`config.mk`:
```
export PLATFORM = sky130hd
export DESIGN_NAME = multicycle_control_unit
export DESIGN_NICKNAME = d
export VERILOG_FILES = /design/src/rtl/ctrl_pkg.sv /design/src/rtl/ctrl_decoder.sv /design/src/rtl/multicycle_control_unit.sv
export SDC_FILE = /design/constraint.sdc
export NUM_CORES = 1
export LEC_CHECK = 0
export CORE_MARGIN = 10
export CORE_UTILIZATION = 55
export DETAILED_ROUTE_END_ITERATION = 7
export GPL_TIMING_DRIVEN = 0
export PLACE_DENSITY = 0.87
export SYNTH_ARGS = -nofsm -noshare
export SYNTH_HDL_FRONTEND = slang
export SYNTH_SLANG_ARGS = --single-unit
```
`constraint.sdc`:
```
create_clock -name clk -period 3.9 [get_ports clk]
set_input_delay 0.78 -clock clk [delete_from_list [all_inputs] [get_ports clk]]
set_output_delay 0.78 -clock clk [all_outputs]
set_load 0.05 [all_outputs]
```
`src/rtl/ctrl_pkg.sv`:
```
// ctrl_pkg: states, opcode fields, control encodings and default register indices
package ctrl_pkg;
  typedef enum logic [2:0] {S_FETCH, S_DECODE, S_EXEC, S_MEM, S_WB, S_HALT} state_e;
  localparam logic [1:0] CLS_ALU = 2'd0, CLS_MOV = 2'd1, CLS_IMM = 2'd2, CLS_BR = 2'd3;
  localparam logic [1:0] MOV_REG = 2'd0, MOV_LOAD = 2'd1, MOV_STORE = 2'd2, MOV_FETCH = 2'd3;
  localparam logic [1:0] BR_JMP = 2'd0, BR_BR = 2'd1, BR_CALL = 2'd2, BR_HALT = 2'd3;
  localparam logic [1:0] WV_NONE = 2'd0, WV_RA = 2'd1, WV_IMM = 2'd2, WV_REG = 2'd3;
  localparam logic [1:0] FO_SEQ = 2'd0, FO_TGT = 2'd1, FO_ALT = 2'd2, FO_HALT = 2'd3;
  localparam logic [1:0] LS_NONE = 2'b00, LS_LOAD = 2'b10, LS_STORE = 2'b11;
  localparam int ACC_IDX = 4, T1_IDX = 5, RA_IDX = 6;
  typedef struct packed {
    logic [1:0] alu_op;
    logic [1:0] writeval_op;
    logic [1:0] fetch_op;
    logic [1:0] ldst_en;
    logic jump;
    logic we;
    logic halt;
  } ctrl_t;
  localparam ctrl_t CTRL_NOP = '0;
  typedef struct packed {
    logic instr_req;
    logic [1:0] alu_op;
    logic [1:0] writeval_op;
    logic [1:0] fetch_op;
    logic [1:0] ldst_en;
    logic wr_en;
    logic jump_control;
    logic pc_en;
    logic done;
    logic busy;
  } out_t;
endpackage

```
`src/rtl/ctrl_decoder.sv`:
```
// ctrl_decoder: combinational IR-to-control-field table
module ctrl_decoder
  import ctrl_pkg::*;
#(
  parameter int INSTR_W = 10,
  parameter int REG_AW = 3,
  parameter int ACC_REG = ACC_IDX,
  parameter int T1_REG = T1_IDX,
  parameter int RA_REG = RA_IDX
) (
  input  logic [INSTR_W-1:0] ir,
  output ctrl_t              ctrl,
  output logic [REG_AW-1:0]  wr_reg
);
  logic [1:0] cls, sub;
  logic unused_ir;
  assign cls = ir[INSTR_W-1 -: 2];
  assign sub = ir[INSTR_W-3 -: 2];
  assign unused_ir = ^ir[INSTR_W-5-REG_AW:0];
  // each class/subop sets only the fields it owns; everything else keeps the NOP default
  always_comb begin
    ctrl = CTRL_NOP;
    wr_reg = REG_AW'(ACC_REG);
    case (cls)
      CLS_ALU: begin
        ctrl.alu_op = sub;
        ctrl.we = !sub[1];
      end
      CLS_MOV: case (sub)
        MOV_REG: begin
          ctrl.we = 1'b1;
          ctrl.writeval_op = WV_REG;
          wr_reg = ir[INSTR_W-5 -: REG_AW];
        end
        MOV_LOAD: begin
          ctrl.we = 1'b1;
          ctrl.ldst_en = LS_LOAD;
          wr_reg = REG_AW'(T1_REG);
        end
        MOV_STORE: ctrl.ldst_en = LS_STORE;
        default: ctrl.fetch_op = FO_ALT;
      endcase
      CLS_IMM: begin
        ctrl.we = 1'b1;
        ctrl.writeval_op = WV_IMM;
        wr_reg = REG_AW'(T1_REG);
      end
      default: begin
        ctrl.fetch_op = sub == BR_HALT ? FO_HALT : FO_TGT;
        ctrl.jump = sub == BR_JMP || sub == BR_CALL;
        ctrl.halt = sub == BR_HALT;
        if (sub == BR_CALL) begin
          ctrl.we = 1'b1;
          ctrl.writeval_op = WV_RA;
          wr_reg = REG_AW'(RA_REG);
        end
      end
    endcase
  end
endmodule

```
`src/rtl/multicycle_control_unit.sv`:
```
// multicycle_control_unit: FETCH/DECODE/EXEC/MEM/WB/HALT sequencer with registered control outputs
module multicycle_control_unit
  import ctrl_pkg::*;
#(
  parameter int INSTR_W = 10,
  parameter int REG_AW = 3,
  parameter int ACC_REG = ACC_IDX,
  parameter int T1_REG = T1_IDX,
  parameter int RA_REG = RA_IDX
) (
  input  logic               clk,
  input  logic               rst_n,
  input  logic [INSTR_W-1:0] instr,
  input  logic               instr_valid,
  output logic               instr_req,
  input  logic               mem_ack,
  input  logic               resume,
  output logic [1:0]         alu_op,
  output logic [1:0]         writeval_op,
  output logic [1:0]         fetch_op,
  output logic [1:0]         ldst_en,
  output logic [REG_AW-1:0]  wr_reg,
  output logic               wr_en,
  output logic               jump_control,
  output logic               pc_en,
  output logic               done,
  output logic               busy
);
  localparam logic [REG_AW-1:0] ACC = REG_AW'(ACC_REG);
  state_e state_q, state_d;
  logic [INSTR_W-1:0] ir_q, ir_d;
  ctrl_t ctrl_q, ctrl_d, dec_ctrl;
  logic [REG_AW-1:0] dst_q, dst_d, dec_dst, wr_reg_q, wr_reg_d;
  out_t out_q, out_d;
  logic live;

  ctrl_decoder #(
    .INSTR_W(INSTR_W), .REG_AW(REG_AW), .ACC_REG(ACC_REG), .T1_REG(T1_REG), .RA_REG(RA_REG)
  ) u_dec (
    .ir(ir_q), .ctrl(dec_ctrl), .wr_reg(dec_dst)
  );

  // state, IR, latched control fields and output registers; reset abandons any in-flight op
  always_ff @(posedge clk or negedge rst_n) begin
    if (!rst_n) begin
      state_q <= S_FETCH;
      ir_q <= '0;
      ctrl_q <= CTRL_NOP;
      dst_q <= ACC;
      out_q <= '0;
      wr_reg_q <= ACC;
    end else begin
      state_q <= state_d;
      ir_q <= ir_d;
      ctrl_q <= ctrl_d;
      dst_q <= dst_d;
      out_q <= out_d;
      wr_reg_q <= wr_reg_d;
    end
  end

  // sequencing: capture only while requesting, latch decode, branch on op kind, wait on ack/resume
  always_comb begin
    state_d = state_q;
    ir_d = ir_q;
    ctrl_d = ctrl_q;
    dst_d = dst_q;
    case (state_q)
      S_FETCH: if (out_q.instr_req && instr_valid) begin
        ir_d = instr;
        state_d = S_DECODE;
      end
      S_DECODE: begin
        ctrl_d = dec_ctrl;
        dst_d = dec_dst;
        state_d = S_EXEC;
      end
      S_EXEC: state_d = ctrl_q.ldst_en != LS_NONE ? S_MEM : ctrl_q.halt ? S_HALT : S_WB;
      S_MEM: if (mem_ack) state_d = S_WB;
      S_WB: state_d = S_FETCH;
      S_HALT: if (resume) begin
        ctrl_d = CTRL_NOP;
        dst_d = ACC;
        state_d = S_WB;
      end
      default: state_d = S_FETCH;
    endcase
  end

  // outputs are computed for the state being entered so they are valid from its first cycle
  always_comb begin
    live = state_d inside {S_EXEC, S_MEM, S_WB};
    out_d = '0;
    out_d.instr_req = state_d == S_FETCH;
    out_d.busy = state_d != S_FETCH && state_d != S_HALT;
    out_d.done = state_d == S_HALT;
    out_d.alu_op = live ? ctrl_d.alu_op : 2'd0;
    out_d.writeval_op = live ? ctrl_d.writeval_op : WV_NONE;
    out_d.fetch_op = state_d == S_HALT ? FO_HALT : live ? ctrl_d.fetch_op : FO_SEQ;
    out_d.ldst_en = state_d == S_MEM ? ctrl_d.ldst_en : LS_NONE;
    out_d.jump_control = live && ctrl_d.jump;
    out_d.wr_en = state_d == S_WB && ctrl_d.we;
    out_d.pc_en = state_d == S_WB;
    wr_reg_d = live ? dst_d : ACC;
  end

  assign instr_req = out_q.instr_req;
  assign alu_op = out_q.alu_op;
  assign writeval_op = out_q.writeval_op;
  assign fetch_op = out_q.fetch_op;
  assign ldst_en = out_q.ldst_en;
  assign wr_reg = wr_reg_q;
  assign wr_en = out_q.wr_en;
  assign jump_control = out_q.jump_control;
  assign pc_en = out_q.pc_en;
  assign done = out_q.done;
  assign busy = out_q.busy;
endmodule

```
==> flow_metrics.tcl, run 1 <==
set metrics [dict create \
    fp.dieArea_mm2 0.00591 \
    drv_cap 0 \
    routed_wl_mm 3.55 \
    routedWlPerCell_um 15.4 \
    overflow 0 \
    hold_viol 0 \
    detail-route-antenna-nets 0 \
    grt_pass1_wl_mm 6.00 \
    synth_common_cells "39 x dfrtp_1, 11 x nand2_1, 8 x inv_1, 8 x nor2b_1" \
    slew_violations 0 \
    synth_top_area_cell "dfrtp_1" \
    setup_viol 0 \
    drtIter0Drc 107 \
    reg_top3 "ctrl_q (11), ir_q (7)" \
    hp-class "flop to flop" \
    port_buffers 28 \
    synth_most_common_cell "dfrtp_1" \
    drtPass1Iterations 4 \
    place_congestion 0.875 \
    cts_buffers 5 \
    dpl_cell_area_mm2 0.00211 \
    p_leak_nw 0.990 \
    synth.avg_cell_area_um2 11.9 \
    cp-start-kind "flop" \
    wl_met3_um 183 \
    cts_root_buf "clkbuf_4" \
    fin_nets 205 \
    cp-end-kind "output pin" \
    slowest_stage "clkdlybuf4s50_1" \
    drive_gt1_frac 0.151 \
    synthCells 150 \
    dr.max_layer_used "met4" \
    drc 0 \
    relSlewSlack 0.418 \
    core_area_mm2 0.00308 \
    critPathKind "flop to output pin" \
    cts_resized 0 \
    worst_slew_pin_slew_ns 0.873 \
    ys_seq_area_frac 0.578 \
    largest_register "ctrl_q" \
    die_h_um 76.9 \
    clockBufferDepth 2 \
    ir_drop_mv 0.375 \
    grt_use_total 0.124 \
    clk_latency_ns 0.36 \
    die_width_um 76.9 \
    boundaryPins 32 \
    period_share 0.628 \
    cp.required_ns 3.12 \
    wl_met1_mm 1.53 \
    fin_worst_skew_ns 0.0101 \
    cpPeakStageDelay_ns 0.79 \
    fin_util 0.701 \
    synth_edf_count 0 \
    power_density_mw_per_mm2 833 \
    synth_cell_types 39 \
    largest_reg_flops 11 \
    fin_area_mm2 0.00216 \
    hpwl_mm 2.66 \
    ys.flop_type "dfrtp_1" \
    num_vias 1218 \
    syn_nets 170 \
    arrival_ns 1.67 \
    num_antenna_cells 0 \
    cts.sinks 41 \
    grt_max_degree 42 \
    cp_num_buf_inv 1 \
    cp_max_fo 1 \
    pre_cts_ws_ns 1.49 \
    routed_via_density 5.30 \
    fmax_ghz 0.408 \
    num_rows 20 \
    cts.clk_slew.worst_paths_ns 0.11 \
    syn-cell-area_mm2 0.00178 \
    tns_ns 0 \
    start_util 0.578 \
    fin_ws_ns 1.45 \
    final.min_clock_period_ns 2.45 \
    grt_pass1_vias 1246 \
    dp_cells 222 \
    cts_hold_buf 0 \
    post_cts_buffers 0 \
    crit_family "buffers and inverters" \
    wl_met2_mm 1.74 \
    crit_chain "clkdlybuf4s50_1" \
    status "complete, no violations" \
    yosysTopAreaCellShare 0.549 \
    ys_ff_latch 41 \
    antenna_found_initial 0 \
    async_flop_share 1.00 \
    synthTopCellsByArea "dfrtp_1 55%, ha_1 3.5%, a22o_1 3.4%" \
    stdcell_count 230 \
    cts_tree "done" \
    rsz0062_at_grt "false" \
    htreeDepth 2 \
    area_delta_synth_final_pct 21.4 \
    ys_warn_count 0 \
]
[logic make-up after synthesis]
family,count (synthesis),share of synthesized area
compound gates,33,0.142
fa+ha+maj,5,0.0352
simple gates,50,0.164
mux,7,0.0429
buf+inv,14,0.0373
flops,41,0.578
[area by class of cell]
type | count | area (um2)
clock buffer | 7 | 45.0
clock inverter | 1 | 5.00
fill | 232 | 920
sequential | 41 | 1030
tap | 44 | 55.1
timing repair buffer | 28 | 275
multi-input combinational | 95 | 683
inverter | 8 | 30.0
buffer | 6 | 36.3
[cells in the final DEF (no fill, tap or decap), drive strengths merged, types with 2 or more instances in the layout]
cell type,n
dfrtp,39
nand2,12
dfstp,2
clkbuf,9
and2,3
o21ai,7
a22o,7
or3,2
a2bb2oi,2
o2bb2ai,2
mux2,5
a32oi,3
nor2,6
or2,3
clkdlybuf4s50,27
a21bo,2
buf,5
nand3,2
nor3,3
inv,8
ha,5
a21oi,6
nor2b,10
nand2b,3
and3,2
mux2i,2
[worst paths after layout]
check,slack (ns),end,depth (start not counted),startpoint
setup / recovery,1.45,wr_reg[2],1,wr_reg[2]$_DFF_PN1_
hold reg to reg,0.49,dst_q[1]$_DFF_PN0_,2,dst_q[1]$_DFF_PN0_
hold / removal,0.49,dst_q[1]$_DFF_PN0_,2,dst_q[1]$_DFF_PN0_
setup reg to reg,2.13,jump_control$_DFF_PN0_,4,state_q[2]$_DFF_PN0_
min in group asynchronous,0.53,alu_op[1]$_DFF_PN0_,1,rst_n
max in group asynchronous,2.83,jump_control$_DFF_PN0_,1,rst_n
[power breakdown]
part	total, mW	internal (mW)	switching, mW
sequential	0.669	0.583	0.0857
combinational	0.930	0.356	0.573
clock	0.199	0.0703	0.128
total	1.80	1.01	0.787
[stage by stage]
| step | hold WS, ns | total power, mW |
|---|---|---|
| 2_1_floorplan | 0.433 | 1.33 |
| 3_3_place_gp | 0.447 | 1.57 |
| 3_5_place_dp | 0.464 | 1.61 |
| 4_1_cts | 0.495 | 1.81 |
| 5_1_grt | 0.528 | 1.92 |
| 6_report | 0.488 | 1.80 |
[layer usage]
| metal | track usage | up-vias |
|---|---|---|
| met5 | 0 | - |
| met4 | 0.0576 | 0 |
| met3 | 0.0466 | 10 |
| met2 | 0.207 | 32 |
| met1 | 0.137 | 586 |
| li1 | - | 590 |
No activity file was read; power rests on OpenSTA's default activity.
==> run 2, diff against run 1 <==
--- a/config.mk
+++ b/config.mk
@@ -6,10 +6,10 @@
 export NUM_CORES = 1
 export LEC_CHECK = 0
 export CORE_MARGIN = 10
-export CORE_UTILIZATION = 55
+export CORE_UTILIZATION = 51
 export DETAILED_ROUTE_END_ITERATION = 7
 export GPL_TIMING_DRIVEN = 0
-export PLACE_DENSITY = 0.87
+export PLACE_DENSITY = 0.82
 export SYNTH_ARGS = -nofsm -noshare
 export SYNTH_HDL_FRONTEND = slang
 export SYNTH_SLANG_ARGS = --single-unit
==> constraint.sdc (replaced) <==
create_clock -name clk -period 2.4 [get_ports clk]
set_input_delay 0.48 -clock clk [delete_from_list [all_inputs] [get_ports clk]]
set_output_delay 0.48 -clock clk [all_outputs]
set_load 0.05 [all_outputs]
==> flow_metrics.tcl, run 2 (synthesis results as in run 1) <==
set metrics [dict create \
    cts.sinks 41 \
    critPathKind "flop to output pin" \
    hold_viol 0 \
    cts.clk_slew.worst_paths_ns 0.12 \
    detail-route-antenna-nets 0 \
    largest_register "ctrl_q" \
    antenna_found_initial 0 \
    num_vias 1192 \
    drtPass1Iterations 4 \
    grt_pass1_vias 1346 \
    p_leak_nw 1.01 \
    status "complete, no violations" \
    dp_cells 224 \
    fin_worst_skew_ns 0.00937 \
    cp.required_ns 1.92 \
    clk_latency_ns 0.35 \
    crit_chain "clkdlybuf4s50_1" \
    slowest_stage "clkdlybuf4s50_1" \
    die_h_um 79.0 \
    core_area_mm2 0.00336 \
    place_congestion 0.858 \
    final_cell_mix "39 x dfrtp_1, 27 x clkdlybuf4s50_1, 11 x nand2_1" \
    cts_root_buf "clkbuf_4" \
    worst_slew_pin_slew_ns 0.860 \
    fp.dieArea_mm2 0.00625 \
    stdcell_count 232 \
    grt_util_met2 0.201 \
    die_width_um 79.0 \
    cts_buffers 5 \
    use_met3 0.0383 \
    cts_tree "done" \
    cts_hold_buf 0 \
    cts_resized 0 \
    routed_via_density 5.14 \
    pre_cts_ws_ns 0.321 \
    reg_top3 "ctrl_q (11), ir_q (7)" \
    hpwl_mm 2.60 \
    rsz0062_at_grt "false" \
    num_antenna_cells 0 \
    gr-max-usage-layer "met2" \
    boundaryPins 32 \
    drtIter0Drc 83 \
    post_cts_buffers 0 \
    overflow 0 \
    use_met1 0.126 \
    crit_family "buffers and inverters" \
    drc 0 \
    routedWlPerCell_um 14.7 \
    grt_max_degree 42 \
    fin_ws_ns 0.253 \
    drv_cap 0 \
    num_rows 21 \
    cp-start-kind "flop" \
    power_density_mw_per_mm2 1390 \
    mostFrequentLayoutCell "dfrtp_1" \
    setup_viol 0 \
    area_delta_synth_final_pct 23.7 \
    cpPeakStageDelay_ns 0.79 \
    ir_drop_mv 0.643 \
    relSlewSlack 0.426 \
    cp_num_buf_inv 1 \
    clockBufferDepth 2 \
    holdWs_ns 0.225 \
    arrival_ns 1.67 \
    grt_use_total 0.116 \
    period_share 0.895 \
    slew_violations 0 \
    port_buffers 28 \
    hp-class "input port to async pin" \
    htreeDepth 2 \
    largest_reg_flops 11 \
    drive_gt1_frac 0.161 \
    cp-end-kind "output pin" \
    grt_pass1_wl_mm 5.84 \
    cp_max_fo 1 \
    fmax_ghz 0.466 \
    fin_nets 205 \
    start_util 0.529 \
    final.min_clock_period_ns 2.15 \
    routed_wl_mm 3.41 \
]
-- run 2: cell count changes in the layout (fill, tap and decap cells not counted), sizes merged --
cell	before	now
clkinvlp	0	1
clkinv	1	0
clkbuf	9	8
bufinv	0	1
-- run 2: layout make-up --
type	instances	area, um2
Buffer	6	36.3
Timing Repair Buffer	28	275
Clock buffer	6	51.3
Clock inverter	2	37.5
Inverter	8	30.0
Tap cell	46	57.6
Sequential cell	41	1030
Fill cell	276	1160
Multi-Input combinational cell	95	683
-- run 2: path summary, 6_finish.rpt --
kind,start,to,slack (ns),cells past startpoint
hold / removal,rst_n,ctrl_q[5]$_DFF_PN0_,0.23,1
min in group clk,ctrl_q[7]$_DFF_PN0_,ctrl_q[7]$_DFF_PN0_,0.49,2
hold reg to reg,ctrl_q[7]$_DFF_PN0_,ctrl_q[7]$_DFF_PN0_,0.49,2
setup reg to reg,state_q[1]$_DFF_PN0_,wr_reg[0]$_DFF_PN0_,0.69,5
max in group asynchronous,rst_n,ir_q[8]$_DFFE_PN0P_,1.64,1
setup / recovery,wr_reg[2]$_DFF_PN1_,wr_reg[2],0.25,1
-- run 2: per-layer routing --
| layer | routed length [um] | vias up | part of all wire |
|---|---|---|---|
| met1 | 1480 | 566 | 0.43 |
| li1 | - | 589 | - |
| met5 | 0 | - | 0 |
| met2 | 1680 | 29 | 0.49 |
| met4 | 63 | 0 | 0.018 |
| met3 | 185 | 8 | 0.054 |
-- run 2: through the flow --
step | setup TNS, ns | cell area [um2] | total power [mW] | utilization
after detailed placement | 0 | 2110 | 2.60 | 0.628
after CTS | 0 | 2200 | 3.08 | 0.654
final | 0 | 2200 | 3.05 | 0.654
after global routing | 0 | 2200 | 3.26 | 0.654
after floorplan | 0 | 1780 | 2.17 | -
after global placement | -1.78 | 2120 | 2.55 | 0.629
-- run 2: report_power, final --
group          switching, mW  total, mW  internal (mW)  leakage (nW)
Sequential             0.135       1.08          0.947         0.535
Clock                  0.225      0.472          0.248        0.0445
Combinational          0.919       1.50          0.580         0.426
==> run 3, diff against run 2 <==
--- a/config.mk
+++ b/config.mk
@@ -5,6 +5,7 @@
 export SDC_FILE = /design/constraint.sdc
 export NUM_CORES = 1
 export LEC_CHECK = 0
+export CAP_MARGIN = 20
 export CORE_MARGIN = 10
 export CORE_UTILIZATION = 51
 export DETAILED_ROUTE_END_ITERATION = 7
==> results of run 3 <==
No change in the layout: final DEF, timing and power equal those of run 2.
